--- src/rtl/tcam_pipelined.sv ---
// ---------------------------------------------------------------------------
// tcam_pipelined
//   Parametrised ternary CAM with per-entry valid bits, single-entry
//   invalidate, global flush and a 2-stage search pipeline. The lowest
//   matching index wins. It produces {hit, address} for the lookup and
//   classification logic.
//
// Parameters
//   WIDTH   key / entry width in bits
//   DEPTH   number of entries (>= 2)
//   ADDR_W  address width, derived from DEPTH (do not override)
//
// Optional feature
//   TCAM_MULTI_HIT_EN  when defined, adds res_multi (two or more valid entries
//                      matched) and res_vec (the raw match vector), both
//                      aligned with res_valid.
//
// Ports
//   clk         in   rising-edge clock
//   resetN      in   asynchronous active-low reset
//   wr_en       in   write entry wr_addr (data + mask), set its valid bit
//   wr_addr     in   write target; out-of-range addresses are ignored
//   wr_data     in   stored pattern
//   wr_mask     in   don't-care mask, 1 = bit ignored in compare
//   inv_en      in   clear valid bit of entry inv_addr
//   inv_addr    in   invalidate target; out-of-range addresses are ignored
//   flush       in   clear all valid bits
//   srch_valid  in   search request this cycle
//   srch_key    in   search key
//   res_valid   out  result strobe, 2 cycles after srch_valid
//   res_hit     out  at least one valid entry matched
//   res_addr    out  lowest matching index, 0 on a miss
//   res_multi   out  (TCAM_MULTI_HIT_EN) two or more entries matched
//   res_vec     out  (TCAM_MULTI_HIT_EN) raw match vector
// ---------------------------------------------------------------------------
module tcam_pipelined #(
    parameter int WIDTH  = 16,
    parameter int DEPTH  = 16,
    parameter int ADDR_W = $clog2(DEPTH)
) (
    input  logic              clk,
    input  logic              resetN,
    input  logic              wr_en,
    input  logic [ADDR_W-1:0] wr_addr,
    input  logic [WIDTH-1:0]  wr_data,
    input  logic [WIDTH-1:0]  wr_mask,
    input  logic              inv_en,
    input  logic [ADDR_W-1:0] inv_addr,
    input  logic              flush,
    input  logic              srch_valid,
    input  logic [WIDTH-1:0]  srch_key,
    output logic              res_valid,
    output logic              res_hit,
`ifdef TCAM_MULTI_HIT_EN
    output logic [ADDR_W-1:0] res_addr,
    output logic              res_multi,
    output logic [DEPTH-1:0]  res_vec
`else
    output logic [ADDR_W-1:0] res_addr
`endif
);

    // Table storage. Data and mask are not reset: the valid bits gate them.
    logic [WIDTH-1:0]  r_mem_data [DEPTH];
    logic [WIDTH-1:0]  r_mem_mask [DEPTH];
    logic [DEPTH-1:0]  r_valid;

    // Pipeline registers
    logic [DEPTH-1:0]  r_s1_match;
    logic              r_s1_valid;
    logic              r_res_valid;
    logic              r_res_hit;
    logic [ADDR_W-1:0] r_res_addr;

    // Combinational match and encode
    logic [DEPTH-1:0]  w_match;
    logic              w_enc_hit;
    logic [ADDR_W-1:0] w_enc_addr;

    // ------------------------------------------------------------------
    // Entry data/mask write. Addresses >= DEPTH match no index, so they
    // are ignored without an explicit range check.
    // ------------------------------------------------------------------
    always_ff @(posedge clk) begin
        for (int i = 0; i < DEPTH; i++) begin
            if (wr_en && (wr_addr == ADDR_W'(i))) begin
                r_mem_data[i] <= wr_data;
                r_mem_mask[i] <= wr_mask;
            end
        end
    end

    // ------------------------------------------------------------------
    // Valid bits: flush beats invalidate beats write. A write and an
    // invalidate to different entries in the same cycle both take effect.
    // ------------------------------------------------------------------
    always_ff @(posedge clk or negedge resetN) begin
        if (!resetN) begin
            r_valid <= '0;
        end else begin
            for (int i = 0; i < DEPTH; i++) begin
                if (flush) begin
                    r_valid[i] <= 1'b0;
                end else if (inv_en && (inv_addr == ADDR_W'(i))) begin
                    r_valid[i] <= 1'b0;
                end else if (wr_en && (wr_addr == ADDR_W'(i))) begin
                    r_valid[i] <= 1'b1;
                end
            end
        end
    end

    // ------------------------------------------------------------------
    // Per-entry ternary compare against the current (pre-update) table.
    // ------------------------------------------------------------------
    generate
        for (genvar gi = 0; gi < DEPTH; gi++) begin : g_match
            assign w_match[gi] = r_valid[gi] &
                ~|((r_mem_data[gi] ^ srch_key) & ~r_mem_mask[gi]);
        end
    endgenerate

    // ------------------------------------------------------------------
    // Stage 1: capture the match vector.
    // ------------------------------------------------------------------
    always_ff @(posedge clk or negedge resetN) begin
        if (!resetN) begin
            r_s1_valid <= 1'b0;
            r_s1_match <= '0;
        end else begin
            r_s1_valid <= srch_valid;
            if (srch_valid) begin
                r_s1_match <= w_match;
            end
        end
    end

    // ------------------------------------------------------------------
    // Lowest-index priority encoder. Scanning downwards lets the lowest
    // set bit be the last assignment.
    // ------------------------------------------------------------------
    always_comb begin
        w_enc_hit  = |r_s1_match;
        w_enc_addr = '0;
        for (int i = DEPTH - 1; i >= 0; i--) begin
            if (r_s1_match[i]) begin
                w_enc_addr = ADDR_W'(i);
            end
        end
    end

    // ------------------------------------------------------------------
    // Stage 2: result registers. Hit/address hold between strobes.
    // ------------------------------------------------------------------
    always_ff @(posedge clk or negedge resetN) begin
        if (!resetN) begin
            r_res_valid <= 1'b0;
            r_res_hit   <= 1'b0;
            r_res_addr  <= '0;
        end else begin
            r_res_valid <= r_s1_valid;
            if (r_s1_valid) begin
                r_res_hit  <= w_enc_hit;
                r_res_addr <= w_enc_addr;
            end
        end
    end

    assign res_valid = r_res_valid;
    assign res_hit   = r_res_hit;
    assign res_addr  = r_res_addr;

`ifdef TCAM_MULTI_HIT_EN
    logic              w_multi;
    logic              r_res_multi;
    logic [DEPTH-1:0]  r_res_vec;

    // Clearing the lowest set bit leaves something only if two or more
    // bits were set.
    assign w_multi = |(r_s1_match & (r_s1_match - DEPTH'(1)));

    always_ff @(posedge clk or negedge resetN) begin
        if (!resetN) begin
            r_res_multi <= 1'b0;
            r_res_vec   <= '0;
        end else if (r_s1_valid) begin
            r_res_multi <= w_multi;
            r_res_vec   <= r_s1_match;
        end
    end

    assign res_multi = r_res_multi;
    assign res_vec   = r_res_vec;
`endif

endmodule
--- config.mk ---
export PLATFORM = sky130hd
export DESIGN_NAME = tcam_pipelined
export DESIGN_NICKNAME = d
export VERILOG_FILES = /design/src/rtl/tcam_pipelined.sv
export SDC_FILE = /design/constraint.sdc
export NUM_CORES = 1
export LEC_CHECK = 0
export ABC_AREA = 1
export CORE_MARGIN = 3
export CORE_UTILIZATION = 63
export DETAILED_ROUTE_END_ITERATION = 7
export GPL_ROUTABILITY_DRIVEN = 0
export PLACE_DENSITY = 0.81
export SKIP_LAST_GASP = 1
export SYNTH_ARGS = -nofsm -noshare
export SYNTH_HDL_FRONTEND = slang
export SYNTH_SLANG_ARGS = --single-unit
--- constraint.sdc ---
create_clock -name clk -period 2.65 [get_ports clk]
set_input_delay 0.265 -clock clk [delete_from_list [all_inputs] [get_ports clk]]
set_output_delay 0.265 -clock clk [all_outputs]
set_load 0.005 [all_outputs]
# --- Yosys cells after proc, flatten, opt, wreduce, memory -nomap -nowiden ---
# Memories as Yosys holds them, arrays and structs flattened.
# Index checks and enable logic that the tools add are counted.
classes:
  eq_ne: 30
  muxes: 186
  bitwise: 64
  n_reduce_logical: 113
ops:
  columns: ["op", "count"]
  rows:
  - ["$reduce_or 16->1", 47]
  - ["$mux 16", 30]
  - ["$and 16x16->16", 16]
  - ["$not 16->16", 16]
  - ["$xor 16x16->16", 16]
  - ["$mux 4", 46]
  - ["$mux 1", 110]
  - ["$eq 4x4->1 const B", 16]
  - ["$reduce_bool 3->1", 16]
  - ["$eq 4x3->1 const B", 8]
  - ["$logic_and 1x1->1", 32]
  - ["$and 1x1->1", 16]
  - ["$eq 4x2->1 const B", 4]
  - ["$logic_not 1->1", 16]
  - ["$eq 4x1->1 const B", 2]
  - ["$logic_not 4->1", 2]
word_totals:
  reg_bits: 39
  mem_bits_rw: 512
  input_bits: 62
  out_inout_bits: 6
  word_cells: 416
  memories: 2
mem_list:
  columns: ["name", "depth", "width", "rd", "rd_ports_with_merged_regs", "write_ports", "line", "rtl"]
  rows:
  - ["r_mem_data", 16, 16, 16, 0, 1, "64", "logic [WIDTH-1:0] r_mem_data [DEPTH];"]
  - ["r_mem_mask", 16, 16, 16, 0, 1, "65", "logic [WIDTH-1:0] r_mem_mask [DEPTH];"]

# --- Depth between registers and ports, before layout ---
depth:
  depth_word: 20
  mapped_depth: 17
  ltp_nobuf: 17

# --- Least setup slack after synthesis ---
# Ideal clock, no wire load.
synth_timing:
  kind: "input-to-reg"
  from: "in wr_addr[0]"
  to: "reg r_valid[13]"
  setup_ns: 0.090
  t_arrival_ns: 2.220
  t_required_ns: 2.560
  setup_slack_ns: 0.340
  cell_stages: 6
  path_buffers: 0
  path_cell_list: "inv_1 -> nor2_1 -> inv_1 -> nor2_1 -> o21ai_0 -> a41oi_1"
synth_between:
  elab_chain_len: 3
synth_rtl:
  columns: ["element", "line", "rtl"]
  rows:
  - ["from (decl)", "44", "input logic [ADDR_W-1:0] wr_addr,"]
  - ["$eq 4x4->1", "106", "end else if (wr_en && (wr_addr == ADDR_W'(i))) begin"]
  - ["$logic_and 1x1->1", "106", null]
  - ["$reduce_bool 3->1 (no source line)", null, null]
  - ["to (signal, indexed assignment)", "103", "r_valid[i] <= 1'b0;"]
  - ["to (signal, indexed assignment)", "105", "r_valid[i] <= 1'b0;"]
  - ["to (signal, indexed assignment)", "107", "r_valid[i] <= 1'b1;"]
  - ["to (decl)", "66", "logic [DEPTH-1:0] r_valid;"]
# No other way between the ends.
# A chain may end at the register's enable or synchronous reset.

# --- Worst setup path after layout ---
layout_timing:
  from: "in srch_key[8]"
  to: "reg r_s1_match[1]"
layout_between:
  elab_chain_len: 5
layout_rtl:
  columns: ["element", "line", "rtl"]
  rows:
  - ["from (decl)", "51", "input logic [WIDTH-1:0] srch_key,"]
  - ["$xor 16x16->16", "119", "~|((r_mem_data[gi] ^ srch_key) & ~r_mem_mask[gi]);"]
  - ["$and 16x16->16", "119", null]
  - ["$reduce_or 16->1", "119", null]
  - ["$logic_not 1->1", "119", null]
  - ["$and 1x1->1", "118", "assign w_match[gi] = r_valid[gi] &"]
  - ["to (signal assigned)", "133", "r_s1_match <= w_match;"]
  - ["to (decl)", "69", "logic [DEPTH-1:0] r_s1_match;"]
# No other way between the ends.

==> results by group <==
Power and ir drop
  – Leakage: between 0.008 and 0.009 uW
  – Max IR drop VDD: approximately 0.48 mV
  – Cell Pwr Density: 726 nW/um^2

Final layout
  – Non-filler cells, final: roughly 2000
  – Ant diodes: 0
  – Layout Area Growth over Synthesis: 14.2%
  – Commonest non-fill, non-tap cell in the layout: edfxtp_1
  – Most frequent cells in the layout: 512 x edfxtp_1, 128 x xnor2_1, 110 x inv_1, 105 x a21oi_1, 100 x nand2_1
  – Layout cells sized above 1: between 10 and 15%
  – FF+latch area: ~16000 um^2
  – Multi-input gate area: approximately 4400 um^2
  – Fill count: approximately 1900
  – Final nets: between 1500 and 2000

Floorplanning
  – Area of the core region: between 30000 and 40000 um^2
  – Site Rows: 66
  – Initial Utilization: between 60% and 70%
  – Die area: 36100 um^2
  – Die Width: 190 um
  – Chip height: between 150 and 200 um
  – I/O pins: 68

Place
  – Place WS: about 0.39 ns
  – Detailed Place HPWL: approximately 28000 um
  – Port bufs: between 60 and 70
  – Placed cell count: roughly 1900

Routing
  – DRC errors left: 0
  – Met3 wire length: around 5600 um
  – Wirelength, routed: 47500 um
  – Met1 WL: approximately 18000 um
  – DR WL met2: between 20000 and 25000 um
  – DR top layer: met5
  – Wire per inst: approximately 23 um
  – Drt first pass iters: 6
  – Initial DRC Count: ~1500
  – Final ANT Viol Nets: 0
  – Via count: 12337
  – Post-DR vias/cell: 6.10

Timing
  – Final setup viols: 0
  – TNS Setup: 0 ns
  – Worst Slack Setup Final: about 0.78 ns
  – Clock skew: ~0.018 ns
  – Fin crit share: a little over two thirds
  – Fin. Hold Viols: 0
  – RSZ-0062 raised after global routing: false
  – Fmax achieved: between 500 and 600 MHz
  – Worst Tran Pin Value: 0.911 ns
  – Crit path time final: 1.87 ns
  – Final Slew Violations: 0
  – Max-slew headroom: between 30 and 40%

Synthesis
  – Share of the synthesized area in the top cell type: 72.0%
  – Synthesized area: between 20000 and 25000 um^2
  – Synth Flop Type: edfxtp_1
  – Ys async rst share: between 7 and 8%
  – Yosys cell types: 29
  – Area leader, netlist: edfxtp_1
  – Synth warn: 0
  – Sequential-to-total area share from yosys stat: approximately 77%
  – Syn_nets: about 1500
  – Syn Area/Cell: roughly 15 um^2
  – Mapped Cells: around 1400
  – Yosys reg bits: approximately 550
  – EDFF count, synth: a little over 500
  – Synth area leaders: edfxtp_1 72%, xnor2_1 5.3%, dfrtp_1 4.6%

Clock network
  – Post-CTS Setup Bufs: 0
  – CTS Buf Count: 51
  – Clk_lat worst skew: between 0.5 and 0.6 ns
  – Max Root-Sink Buffers: 3
  – CTS Root Cell: clkbuf_16
  – # resized after CTS: 0
  – CTS clk-pin slew, worst paths: 0.07 ns
  – CTS tree: yes
  – # H-tree levels: 2
  – CTS sink count: 551
  – Hold_buf cts: 1

Critical path
  – CP Class: input pin to register
  – R2r worst-path depth: 7
  – Required time of the critical path: roughly 3.1 ns
  – Worst r2r src: r_mem_data[0][26]
  – CP Max Fanout: 32
  – Worst R2R Setup Slack: between 0.9 and 1 ns
  – CP startpoint kind: input pin
  – Crit path arrival time: ~2.3 ns
  – CP endpoint kind: register
  – Reg2reg end: r_s1_match[1]
  – CP startpoint: srch_key[8]

Global route
  – All-Layer GR Usage: between 20% and 30%
  – Pin count of the biggest net entering global routing: 40
  – GR Overflow Total: 0
  – Initial antenna violation count: 2
  – First-pass GRT wire length: around 72000 um
  – Vias in the first global route: roughly 12000

Run status
  – Status: finished, final reports clean

Worst hold path
  – Worst min-delay path class: input pin to async pin

Job
  – Max-cap check violation count: 0
## cell type report
type | instances | area share (%)
well taps | 442 | 2.27
multi-input cells | 722 | 17.8
clock inverters | 18 | 0.570
inverters | 115 | 1.77
clock buffers | 76 | 6.12
repair buffers | 100 | 4.37
flip-flops and latches | 551 | 67.1
## power by group
part,switching (uW),internal (uW)
clock,2980,4080
sequential,61.1,9690
combinational,596,298
total,3630,14100
## cell families after synthesis
kind of cell,Yosys count,synth area share (%)
AO/OA/AOI/OAI,341,9.44
XOR/XNOR,128,5.25
buffers and inverters,160,3.57
flip-flops,551,76.6
AND/OR/NAND/NOR,253,5.14
## Yosys cell counts, types with 13 or more instances
cell type and instances:
xnor2_1 128, o21ai_0 84, buf_6 13, a21oi_1 105
o2111ai_1 32, o221ai_2 14, buf_2 17, nor2_1 101
nand2_1 100, nand4_1 14, dfrtp_1 39, o21ai_1 77
inv_1 110, edfxtp_1 512, o22ai_1 16
## stage by stage
stage          power [uW]  utilization, %  hold WS, ns  area [um^2]
2_1_floorplan       10400               -      -0.0306        21300
3_3_place_gp        10800            69.0        0.382        22700
3_5_place_dp        10800            69.0        0.397        22700
4_1_cts             17800            74.0        0.412        24400
5_1_grt             18200            74.0        0.421        24400
6_report            17700            74.0        0.420        24400
## per-layer routing
metal / up-vias / GRT usage, %
li1: 5482 / -
met1: 5990 / 37.5
met2: 736 / 40.7
met3: 127 / 7.52
met4: 2 / 9.75
met5: - / 0
## registers in the layout (all words and copies together) (netlist names)
register and cells:
r_mem_data 256, r_mem_mask 256, r_s1_match 16, r_s1_valid 1, r_valid 16, res_addr 4, res_hit 1, res_valid 1
## worst max-delay path by stage
stage                     end  slack, ns
2_1_floorplan     r_valid[13]       0.34
3_3_place_gp   r_s1_match[11]       0.40
3_5_place_dp    r_s1_match[3]       0.39
4_1_cts        r_s1_match[12]       0.92
5_1_grt         r_s1_match[1]       0.65
6_report        r_s1_match[1]       0.78
## critical path, cell delays in order
cell,delay (ns)
clkdlybuf4s50_1,0.41
inv_2,0.42
a21oi_1,0.11
o21ai_0,0.13
o2111ai_1,0.34
nor3_1,0.29
nand4_1,0.23
o21ai_1,0.14
Power figures use the tool's default switching activity.
